`src/rtl/ir_compressor.sv`:
```
// ir_compressor: re-encodes retired RV32 instructions to RVC where an exact
// 16-bit equivalent exists, then packs 16/32-bit parcels little-endian into a
// 32-bit word stream for the trace memory.
// Optional macro IR_COMPRESS_JUMP_EN also compresses jal/beq/bne.
module ir_compressor #(
   parameter int CNT_WIDTH       = 16,
   parameter int ENABLE_COMPRESS = 1
) (
   input  logic                 clk,
   input  logic                 rst_n,
   input  logic                 in_valid,
   output logic                 in_ready,
   input  logic [31:0]          in_instr,
   input  logic                 flush,
   output logic                 out_valid,
   input  logic                 out_ready,
   output logic [31:0]          out_word,
   output logic                 idle,
   output logic [CNT_WIDTH-1:0] cnt_in,
   output logic [CNT_WIDTH-1:0] cnt_comp
);
   localparam logic [6:0] OP_IMM = 7'b0010011;
   localparam logic [6:0] OP_REG = 7'b0110011;
   localparam logic [6:0] LOAD   = 7'b0000011;
   localparam logic [6:0] STORE  = 7'b0100011;
   localparam logic [6:0] JALR   = 7'b1100111;
   localparam logic [6:0] LUI    = 7'b0110111;
   localparam logic [6:0] SYSTEM = 7'b1110011;
`ifdef IR_COMPRESS_JUMP_EN
   localparam logic [6:0] JAL    = 7'b1101111;
   localparam logic [6:0] BRANCH = 7'b1100011;
`endif

   logic               hold_v;
   logic [15:0]        hold;
   logic               accept, fire_flush, is_parcel, is16, comp_ok;
   logic [15:0]        comp16, p16;
   logic [6:0]         opc, f7;
   logic [4:0]         rd, rs1, rs2;
   logic [2:0]         f3;
   logic               rd_p, rs1_p, rs2_p;
   logic signed [11:0] imm_i, imm_s;
   logic signed [19:0] imm_u;
`ifdef IR_COMPRESS_JUMP_EN
   logic signed [20:0] imm_j;
   logic signed [12:0] imm_b;
`endif

   function automatic logic [CNT_WIDTH-1:0] sat_inc(input logic [CNT_WIDTH-1:0] v);
      return (&v) ? v : v + {{(CNT_WIDTH-1){1'b0}}, 1'b1};
   endfunction

   function automatic logic fits6(input logic signed [11:0] v);
      return (v >= -12'sd32) && (v <= 12'sd31);
   endfunction

   assign opc   = in_instr[6:0];
   assign rd    = in_instr[11:7];
   assign f3    = in_instr[14:12];
   assign rs1   = in_instr[19:15];
   assign rs2   = in_instr[24:20];
   assign f7    = in_instr[31:25];
   assign imm_i = in_instr[31:20];
   assign imm_s = {in_instr[31:25], in_instr[11:7]};
   assign imm_u = in_instr[31:12];
   assign rd_p  = (rd[4:3] == 2'b01);
   assign rs1_p = (rs1[4:3] == 2'b01);
   assign rs2_p = (rs2[4:3] == 2'b01);
`ifdef IR_COMPRESS_JUMP_EN
   assign imm_j = {in_instr[31], in_instr[19:12], in_instr[20], in_instr[30:21], 1'b0};
   assign imm_b = {in_instr[31], in_instr[7], in_instr[30:25], in_instr[11:8], 1'b0};
`endif

   assign in_ready   = !out_valid || out_ready;
   assign accept     = in_valid && in_ready;
   assign fire_flush = flush && hold_v && !accept && in_ready;
   assign idle       = !hold_v && !out_valid;
   assign is_parcel  = (in_instr[1:0] != 2'b11);
   assign is16       = is_parcel || (comp_ok && (ENABLE_COMPRESS != 0));
   assign p16        = is_parcel ? in_instr[15:0] : comp16;

   // Find the exact RVC equivalent of the incoming 32-bit instruction, if any.
   always_comb begin
      comp_ok = 1'b0;
      comp16  = 16'h0000;
      case (opc)
         OP_IMM: begin
            if (f3 == 3'b000) begin
               if (rd == rs1 && rd != 5'd0 && fits6(imm_i) && imm_i != 12'sd0) begin
                  comp_ok = 1'b1; comp16 = {3'b000, imm_i[5], rd, imm_i[4:0], 2'b01};
               end else if (rd != 5'd0 && rs1 == 5'd0 && fits6(imm_i)) begin
                  comp_ok = 1'b1; comp16 = {3'b010, imm_i[5], rd, imm_i[4:0], 2'b01};
               end else if (rd == 5'd2 && rs1 == 5'd2 && imm_i[3:0] == 4'd0 &&
                            imm_i >= -12'sd512 && imm_i <= 12'sd496 && imm_i != 12'sd0) begin
                  comp_ok = 1'b1;
                  comp16  = {3'b011, imm_i[9], 5'd2, imm_i[4], imm_i[6], imm_i[8:7], imm_i[5], 2'b01};
               end else if (rd_p && rs1 == 5'd2 && imm_i[1:0] == 2'd0 &&
                            imm_i >= 12'sd4 && imm_i <= 12'sd1020) begin
                  comp_ok = 1'b1;
                  comp16  = {3'b000, imm_i[5:4], imm_i[9:6], imm_i[2], imm_i[3], rd[2:0], 2'b00};
               end
            end else if (f3 == 3'b001 && f7 == 7'd0 && rd == rs1 && rd != 5'd0 && rs2 != 5'd0) begin
               comp_ok = 1'b1; comp16 = {3'b000, 1'b0, rd, rs2, 2'b10};
            end else if (f3 == 3'b101 && rd == rs1 && rd_p && rs2 != 5'd0 &&
                         (f7 == 7'b0000000 || f7 == 7'b0100000)) begin
               comp_ok = 1'b1; comp16 = {3'b100, 1'b0, 1'b0, f7[5], rd[2:0], rs2, 2'b01};
            end else if (f3 == 3'b111 && rd == rs1 && rd_p && fits6(imm_i)) begin
               comp_ok = 1'b1; comp16 = {3'b100, imm_i[5], 2'b10, rd[2:0], imm_i[4:0], 2'b01};
            end
         end
         OP_REG: begin
            if (f3 == 3'b000 && f7 == 7'd0 && rd != 5'd0 && rs2 != 5'd0 && rs1 == 5'd0) begin
               comp_ok = 1'b1; comp16 = {4'b1000, rd, rs2, 2'b10};
            end else if (f3 == 3'b000 && f7 == 7'd0 && rd != 5'd0 && rs2 != 5'd0 && rd == rs1) begin
               comp_ok = 1'b1; comp16 = {4'b1001, rd, rs2, 2'b10};
            end else if (rd == rs1 && rd_p && rs2_p) begin
               if (f3 == 3'b000 && f7 == 7'b0100000) begin
                  comp_ok = 1'b1; comp16 = {6'b100011, rd[2:0], 2'b00, rs2[2:0], 2'b01};
               end else if (f3 == 3'b100 && f7 == 7'd0) begin
                  comp_ok = 1'b1; comp16 = {6'b100011, rd[2:0], 2'b01, rs2[2:0], 2'b01};
               end else if (f3 == 3'b110 && f7 == 7'd0) begin
                  comp_ok = 1'b1; comp16 = {6'b100011, rd[2:0], 2'b10, rs2[2:0], 2'b01};
               end else if (f3 == 3'b111 && f7 == 7'd0) begin
                  comp_ok = 1'b1; comp16 = {6'b100011, rd[2:0], 2'b11, rs2[2:0], 2'b01};
               end
            end
         end
         LOAD: begin
            if (f3 == 3'b010 && imm_i[1:0] == 2'd0 && imm_i >= 12'sd0) begin
               if (rs1 == 5'd2 && rd != 5'd0 && imm_i <= 12'sd252) begin
                  comp_ok = 1'b1; comp16 = {3'b010, imm_i[5], rd, imm_i[4:2], imm_i[7:6], 2'b10};
               end else if (rd_p && rs1_p && imm_i <= 12'sd124) begin
                  comp_ok = 1'b1;
                  comp16  = {3'b010, imm_i[5:3], rs1[2:0], imm_i[2], imm_i[6], rd[2:0], 2'b00};
               end
            end
         end
         STORE: begin
            if (f3 == 3'b010 && imm_s[1:0] == 2'd0 && imm_s >= 12'sd0) begin
               if (rs1 == 5'd2 && imm_s <= 12'sd252) begin
                  comp_ok = 1'b1; comp16 = {3'b110, imm_s[5:2], imm_s[7:6], rs2, 2'b10};
               end else if (rs1_p && rs2_p && imm_s <= 12'sd124) begin
                  comp_ok = 1'b1;
                  comp16  = {3'b110, imm_s[5:3], rs1[2:0], imm_s[2], imm_s[6], rs2[2:0], 2'b00};
               end
            end
         end
         JALR: begin
            if (f3 == 3'b000 && (rd == 5'd0 || rd == 5'd1) && rs1 != 5'd0 && imm_i == 12'sd0) begin
               comp_ok = 1'b1; comp16 = {3'b100, rd[0], rs1, 5'd0, 2'b10};
            end
         end
         LUI: begin
            if (rd != 5'd0 && rd != 5'd2 && imm_u >= -20'sd32 && imm_u <= 20'sd31 && imm_u != 20'sd0) begin
               comp_ok = 1'b1; comp16 = {3'b011, imm_u[5], rd, imm_u[4:0], 2'b01};
            end
         end
         SYSTEM: begin
            if (in_instr == 32'h0010_0073) begin
               comp_ok = 1'b1; comp16 = 16'h9002;
            end
         end
`ifdef IR_COMPRESS_JUMP_EN
         // Offsets are copied verbatim: the trace reader expands them back unchanged.
         JAL: begin
            if ((rd == 5'd0 || rd == 5'd1) && imm_j >= -21'sd2048 && imm_j <= 21'sd2046) begin
               comp_ok = 1'b1;
               comp16  = {(rd[0] ? 3'b001 : 3'b101), imm_j[11], imm_j[4], imm_j[9:8], imm_j[10],
                          imm_j[6], imm_j[7], imm_j[3:1], imm_j[5], 2'b01};
            end
         end
         BRANCH: begin
            if ((f3 == 3'b000 || f3 == 3'b001) && rs2 == 5'd0 && rs1_p &&
                imm_b >= -13'sd256 && imm_b <= 13'sd254) begin
               comp_ok = 1'b1;
               comp16  = {2'b11, f3[0], imm_b[8], imm_b[4:3], rs1[2:0], imm_b[7:6],
                          imm_b[2:1], imm_b[5], 2'b01};
            end
         end
`endif
         default: ;
      endcase
   end

   // Pack parcels into the one-entry output register; an accepted input beats flush.
   always_ff @(posedge clk) begin
      if (!rst_n) begin
         out_valid <= 1'b0;
         out_word  <= 32'h0;
         hold_v    <= 1'b0;
         hold      <= 16'h0;
      end else begin
         if (out_valid && out_ready) out_valid <= 1'b0;
         if (accept) begin
            if (is16) begin
               if (hold_v) begin
                  out_word  <= {p16, hold};
                  out_valid <= 1'b1;
                  hold_v    <= 1'b0;
               end else begin
                  hold   <= p16;
                  hold_v <= 1'b1;
               end
            end else if (hold_v) begin
               out_word  <= {in_instr[15:0], hold};
               hold      <= in_instr[31:16];
               out_valid <= 1'b1;
            end else begin
               out_word  <= in_instr;
               out_valid <= 1'b1;
            end
         end else if (fire_flush) begin
            out_word  <= {16'h0001, hold};
            out_valid <= 1'b1;
            hold_v    <= 1'b0;
         end
      end
   end

   // Saturating statistics on every accepted instruction.
   always_ff @(posedge clk) begin
      if (!rst_n) begin
         cnt_in   <= '0;
         cnt_comp <= '0;
      end else if (accept) begin
         cnt_in <= sat_inc(cnt_in);
         if (is16) cnt_comp <= sat_inc(cnt_comp);
      end
   end
endmodule

```
`config.mk`:
```
export PLATFORM = sky130hd
export DESIGN_NAME = ir_compressor
export DESIGN_NICKNAME = d
export VERILOG_FILES = /design/src/rtl/ir_compressor.sv
export SDC_FILE = /design/constraint.sdc
export NUM_CORES = 1
export LEC_CHECK = 0
export ABC_AREA = 0
export CAP_MARGIN = 40
export CORE_MARGIN = 2
export CORE_UTILIZATION = 45
export DETAILED_ROUTE_END_ITERATION = 16
export PLACE_DENSITY = 0.84
export SLEW_MARGIN = 15
export SYNTH_ARGS = -nofsm -noshare
export SYNTH_HDL_FRONTEND = slang
export SYNTH_SLANG_ARGS = --single-unit
```
`constraint.sdc`:
```
create_clock -name clk -period 4 [get_ports clk]
set_input_delay 0.8 -clock clk [delete_from_list [all_inputs] [get_ports clk]]
set_output_delay 0.8 -clock clk [all_outputs]
set_load 0.1 [all_outputs]
```
Yosys cells after proc, flatten, opt, wreduce, memory -nomap -nowiden --
Cells that the tools add are included.
Word-level totals: output and inout bits 67, input bits 37, register bits 82
Cells by class: mux-type cells 68, equal/unequal tests 27, reduce and logical (&&, ||, !) cells 90, $lt $le $gt $ge 14, add/subtract/negate cells 2, bitwise operators 2
Operator list (count):
- two-way mux 16 bit | 20
- two-way mux 32 bit | 5
- one-hot mux 16 bit (7 select lines) | 1
- two-way mux 15 bit | 7
- logical AND 1 bit | 61
- two-way mux 1 bit | 33
- adder 16 x 1 -> 16 bit, second input constant | 2
- equality test 32 x 21 -> 1 bit, second input constant | 1
- AND reduction 16 bit | 2
- equality test 7 x 6 -> 1 bit, second input constant | 4
- >= comparator 12 x 1 -> 1 bit, second input constant | 2
- less-or-equal comparator 12 x 8 -> 1 bit, second input constant | 2
- less-or-equal comparator 12 x 9 -> 1 bit, second input constant | 2
- >= comparator 20 x 6 -> 1 bit, second input constant | 1
- less-or-equal comparator 20 x 6 -> 1 bit, second input constant | 1
- nonzero test 20 bit | 1
- nonzero test 5 bit | 3
- equality test 7 bit, second input constant | 2
- two-way mux 13 bit | 1
- equality test 3 bit, second input constant | 4
- >= comparator 12 x 10 -> 1 bit, second input constant | 1
- >= comparator 12 x 4 -> 1 bit, second input constant | 1
- >= comparator 12 x 6 -> 1 bit, second input constant | 1
- less-or-equal comparator 12 x 10 -> 1 bit, second input constant | 1
- 28 further kinds | 44

Depth between registers and ports, before layout --
depth after elaboration 15, mapped depth 13

Worst setup path after synthesis --
Ideal clock, no wire load.
path kind input port to flip-flop, start point input port out_ready, end point register cnt_in[15], required time 3.933 ns, slack 0.143 ns, stages 10, library setup time 0.067 ns, arrival time 3.791 ns, cells stage by stage nand2b_1 > nand2_1 > a31oi_1 > nand4_1 > or2_2 > clkbuf_1 > nor4_1 > nand3_1 > xor2_1 > nor2_1
Between the ends: longest elaborated chain between the ends 3
RTL lines:
- from (decl) | RTL line 16 | input logic out_ready,
- logical OR 1 bit | RTL line 74 | assign in_ready = !out_valid || out_ready;
- logical AND 1 bit | RTL line 75 | assign accept = in_valid && in_ready;
- AND reduction 2 bit (no line)
- to (signal assigned) | RTL line 226 | cnt_in <= sat_inc(cnt_in);
- to (decl) | RTL line 19 | output logic [CNT_WIDTH-1:0] cnt_in,
No other way between the ends. A chain may end at the register's enable or synchronous reset.

Worst setup path in the final report --
start point input port in_instr[15], end point register hold[13]
Between the ends: longest elaborated chain between the ends 14, elaborated cells between the ends (all ways) 85, classes of those cells order compare: 2; eq/ne: 4; mux: 37; reduce/logical: 42
RTL lines:
- from (decl) | RTL line 13 | input logic [31:0] in_instr,
- branches (longest 14 deep; another with >= comparator 20 x 6 -> 1 bit)
- to (signal assigned) | RTL line 201 | hold <= p16;
- to (signal assigned) | RTL line 206 | hold <= in_instr[31:16];
- to (decl) | RTL line 35 | logic [15:0] hold;
Parallel ways; which one is timed is not known. The select of a mux whose other input is x is not followed.

==> run summary <==
The tree built by TritonCTS fans out to 82 sinks. The insertion delay to the later sink of the worst-skew pair came out at 0.36 ns. For this configuration, the core starts out at a cell density of 45.7%. Setup violations remaining at the end of the flow were counted as 0. The critical path in this run is classified as in2reg.

By instance count, the cell type seen most on the critical path is sky130_fd_sc_hd__or3_4. The run gives 7,829 as the via count of the first global-routing pass. On the critical path the largest part of the delay comes from simple AND/OR/NAND/NOR gates. In this run the register-to-register setup slack is 0.76 ns. After technology mapping, the gate count stands at 753. The mean instance size in the synthesized netlist was 7.56 µm²; the number of antenna violations at the first check in global routing was 0. The logs give 44.6% for the global-route total usage across every layer and 1.08 for the final weighted congestion in routability-driven placement. Master cell of the clock root buffer: sky130_fd_sc_hd__clkbuf_16.

After detailed routing, the average wire length per cell comes to 25.4 µm. For the pin with the worst max-slew slack, the measured transition is 0.787 ns. In this run the tightest slew margin relative to its limit is 47.0%. The first routing iteration left 1,398 violations.

The initialized floorplan defines 41 standard-cell rows. The tools report the critical path capture point type as a flip-flop. The slowest cell on the critical path was sky130_fd_sc_hd__or4_4. The die span in x was 116 µm; the TritonCTS buffer count was 9. The floorplan die area is 13,600 µm², and the final antenna diode count is 0. The share of flip-flops with an asynchronous set or reset is 0%, and the placed instance count is 1,206. The run gives 45,000 µm as the wire length of the first global-routing pass. The run gives 0 as the total count of max-transition violations in the final report.

Number of vias per cell after detailed routing: 6.66. In the finished design, the share of the clock period the worst path needs comes to 99.9%. The first detailed-routing pass took 10 iterations. The largest net degree at the start of global routing was 47. The tools report the kind of start point of the critical path as a primary input. The number of filler instances in the final layout was 787. The highest cell delay on the worst timing path is 0.56 ns. Once layout is done, the placed cells without fillers occupy 9590 µm². After detailed routing, the total wire length is 31,200 µm. The tools report the number of warnings reported in the yosys synthesis log as 0.

Walking the worst path, the cells encountered are clkdlybuf4s50_1 > or4_4 > or3_4 > o21ai_2 > o211ai_1 > or3_4 > a211oi_4 > buf_6 > mux2i_4 > buf_4 > clkbuf_16 > nor2_1 > a211oi_1. The count of state elements after synthesis works out to 82. Prevailing post-synth register cell: sky130_fd_sc_hd__dfxtp_1.

Once placement finished, the instance area stood at 9140 µm². Once detail routing completed, the nets flagged for antenna violations numbered 0. The worst hold path was traced through 2 stages. After clock tree synthesis, the clock-pin slew on the worst setup and hold paths is 0.07 ns. The reported leakage power was 3.81 nW. The routed layout has 8,167 vias.

The number of top-level pins was 104; the core area was 12,500 µm². The logs give 0.0122 ns for the clock skew after layout and 0 for the hold buffer count at cts. For this run, design rule violations remaining after detail routing come to 0. Power spread over the standard cell area amounts to 296 nW/µm². Summing every instance area after synthesis gives 5690 µm². The area growth from synthesis to final layout was 68.5%. The final non-filler cell total is 1,227. After synthesis, the netlist uses 75 different library cells. Yosys mapped a number of flops with a built-in enable equal to 0. The smallest clock period supported by the final layout is computed as 4.00 ns. Counting both buffers and inverters, the worst setup path holds a total of 4.

End of the worst register-to-register path: cnt_in[15]$_SDFFE_PN0P_. The number of cells on the worst reg-to-reg path is 10. The critical path required time is 4.26 ns.

Worst hold path class: reg2reg. For the maximum buffer depth of the clock tree, the log shows 2. For this run, the post-layout net count is 1,089. The library cell used most frequently in the layout, excluding fill and tap cells, is sky130_fd_sc_hd__buf_4. In this run the most critical hold path is launched from out_word[22]$_SDFFE_PN0P_. The half-perimeter wire length of the detailed placement result was 22,100 µm. The number of max-capacitance violations reported is 0. The worst hold path terminates at out_word[22]$_SDFFE_PN0P_. Sequential cells were found to cover 28.8% of the synthesized design area. The worst register-to-register path begins at cnt_in[0]$_SDFFE_PN0P_. The worst-case vdd ir drop was 0.000293 V.

The number of buffers inserted by port buffering is 103. The library cells used most frequently in the layout, excluding fill and tap cells, are sky130_fd_sc_hd__buf_4 (168), sky130_fd_sc_hd__clkdlybuf4s50_1 (102), sky130_fd_sc_hd__dfxtp_1 (82). After global routing the overflow that remains totals 0.

The run gives 4.26 ns as the critical path data arrival time. In this run the worst path has a maximum fanout of 11. The number of hold-slack violations in the final timing report is 0. The run finished with clean final reports. TritonCTS built the clock tree. The number of nets produced by synthesis is 792, and the fraction of layout instances using a drive strength above 1 is 28.7%. The tools report the number of H-tree levels as 3. Static timing analysis puts the maximum clock frequency at 250 MHz. Die height: 116 µm.
[report_power, final]
group	switching, mW	internal [mW]	leakage, nW
logic	0.591	0.379	2.98
registers	0.0402	0.865	0.669
clock network	0.390	0.574	0.162
total	1.02	1.82	3.81
[registers in the layout, indices dropped and copies added (netlist names)]
register / cells
hold_v: 1
cnt_in: 16
hold: 16
out_word: 32
out_valid: 1
cnt_comp: 16
[stage by stage]
stage	hold WS (ns)	total power, mW	setup slack (ns)	utilization (%)	TNS, ns
2_1_floorplan	0.473	1.40	0.143	-	0
4_1_cts	0.481	2.77	0.0507	76.0	0
6_report	0.479	2.84	0.00421	76.9	0
5_1_grt	0.490	2.88	-0.0457	76.9	-0.425
3_5_place_dp	0.469	1.82	-0.257	73.3	-6.43
3_3_place_gp	0.458	1.69	-0.178	64.8	-7.07
[layer usage]
layer	part of all wire (%)	GRT usage [%]	vias up
li1	-	-	3423
met1	35	53.3	3715
met2	43	68.2	784
met3	14	16.6	241
met4	7.8	26.8	4
met5	0.31	0	-
[cell type report]
type,count,area (µm²),area share [%]
clock buffers,10,239,2.49
inverters,9,33.8,0.352
clock inverters,6,96.3,1.00
well taps,172,215,2.24
multi-input cells,600,3810,39.7
flip-flops and latches,82,1640,17.1
repair buffers,348,3560,37.1
[worst reg2reg max path, delay by kind of cell, from the launching register on]
kind	cells	cell delay, ns
AND/OR/NAND/NOR	7	1.73
AO/OA/AOI/OAI	1	0.57
flip-flops	1	0.37
adder cells (fa/ha/maj)	1	0.27
XOR/XNOR	1	0.19
[cells in the mapped netlist, types with 4 or more instances]
library cell | number | area share [%]
sky130_fd_sc_hd__or2_2 | 5 | 0.55
sky130_fd_sc_hd__buf_2 | 7 | 0.62
sky130_fd_sc_hd__a211oi_1 | 9 | 1.2
sky130_fd_sc_hd__dfxtp_1 | 82 | 29
sky130_fd_sc_hd__nand3b_1 | 4 | 0.53
sky130_fd_sc_hd__and3_1 | 12 | 1.3
sky130_fd_sc_hd__o211ai_1 | 7 | 0.92
sky130_fd_sc_hd__mux2i_1 | 5 | 0.88
sky130_fd_sc_hd__a311oi_1 | 4 | 0.62
sky130_fd_sc_hd__o21a_1 | 7 | 0.92
sky130_fd_sc_hd__clkbuf_1 | 51 | 3.4
sky130_fd_sc_hd__nand4_1 | 21 | 2.3
sky130_fd_sc_hd__xnor2_1 | 15 | 2.3
sky130_fd_sc_hd__o21ai_0 | 38 | 3.3
sky130_fd_sc_hd__xor2_1 | 16 | 2.5
sky130_fd_sc_hd__or4_1 | 6 | 0.79
sky130_fd_sc_hd__nor2_1 | 78 | 5.1
sky130_fd_sc_hd__inv_1 | 8 | 0.53
sky130_fd_sc_hd__nor4_1 | 22 | 2.4
sky130_fd_sc_hd__nand4b_1 | 7 | 1.1
sky130_fd_sc_hd__nor2b_1 | 7 | 0.77
sky130_fd_sc_hd__nor3_1 | 17 | 1.5
sky130_fd_sc_hd__nand2_1 | 64 | 4.2
sky130_fd_sc_hd__and2_1 | 11 | 1.2
sky130_fd_sc_hd__o21ai_1 | 5 | 0.44
sky130_fd_sc_hd__a22oi_1 | 20 | 2.6
sky130_fd_sc_hd__a31oi_1 | 11 | 1.2
sky130_fd_sc_hd__nand3_1 | 33 | 2.9
sky130_fd_sc_hd__a311oi_2 | 4 | 1.1
sky130_fd_sc_hd__a211o_1 | 5 | 0.77
sky130_fd_sc_hd__or3_1 | 10 | 1.1
sky130_fd_sc_hd__a21o_1 | 10 | 1.3
sky130_fd_sc_hd__a21oi_1 | 55 | 4.8
sky130_fd_sc_hd__mux2_2 | 11 | 2.2
sky130_fd_sc_hd__o211a_1 | 8 | 1.4
sky130_fd_sc_hd__o2111a_1 | 4 | 0.79
sky130_fd_sc_hd__nand2b_1 | 6 | 0.66
sky130_fd_sc_hd__and3b_1 | 4 | 0.62
[worst max-delay path by stage]
stage,from,end,slack [ns],cells past startpoint
floorplan,out_ready,cnt_in[15]$_SDFFE_PN0P_,0.14,10
global placement,in_instr[31],out_word[28]$_SDFFE_PN0P_,-0.18,13
detailed placement,in_instr[31],out_word[3]$_SDFFE_PN0P_,-0.26,14
CTS,in_instr[31],out_word[3]$_SDFFE_PN0P_,0.05,14
global route,in_instr[15],hold[12]$_SDFFE_PN0P_,-0.05,13
finish,in_instr[15],hold[13]$_SDFFE_PN0P_,0.004,13
[cells by family after synthesis]
group	Yosys count	synth area share, %
and+or+nand+nor	325	30.2
AOI/OAI and AO/OA	226	27.5
DFF	82	28.8
buffers and inverters	71	5.12
xor gates and xnor gates	31	4.77
muxes	16	3.06
adders and majority gates	2	0.440
[timing repair]
action                     in CTS  in global routing
setup endpoints to repair       0                 29
buffers inserted                0                  3
resized for setup               0                  8
Note: power is estimated with default switching activity, not from simulation.
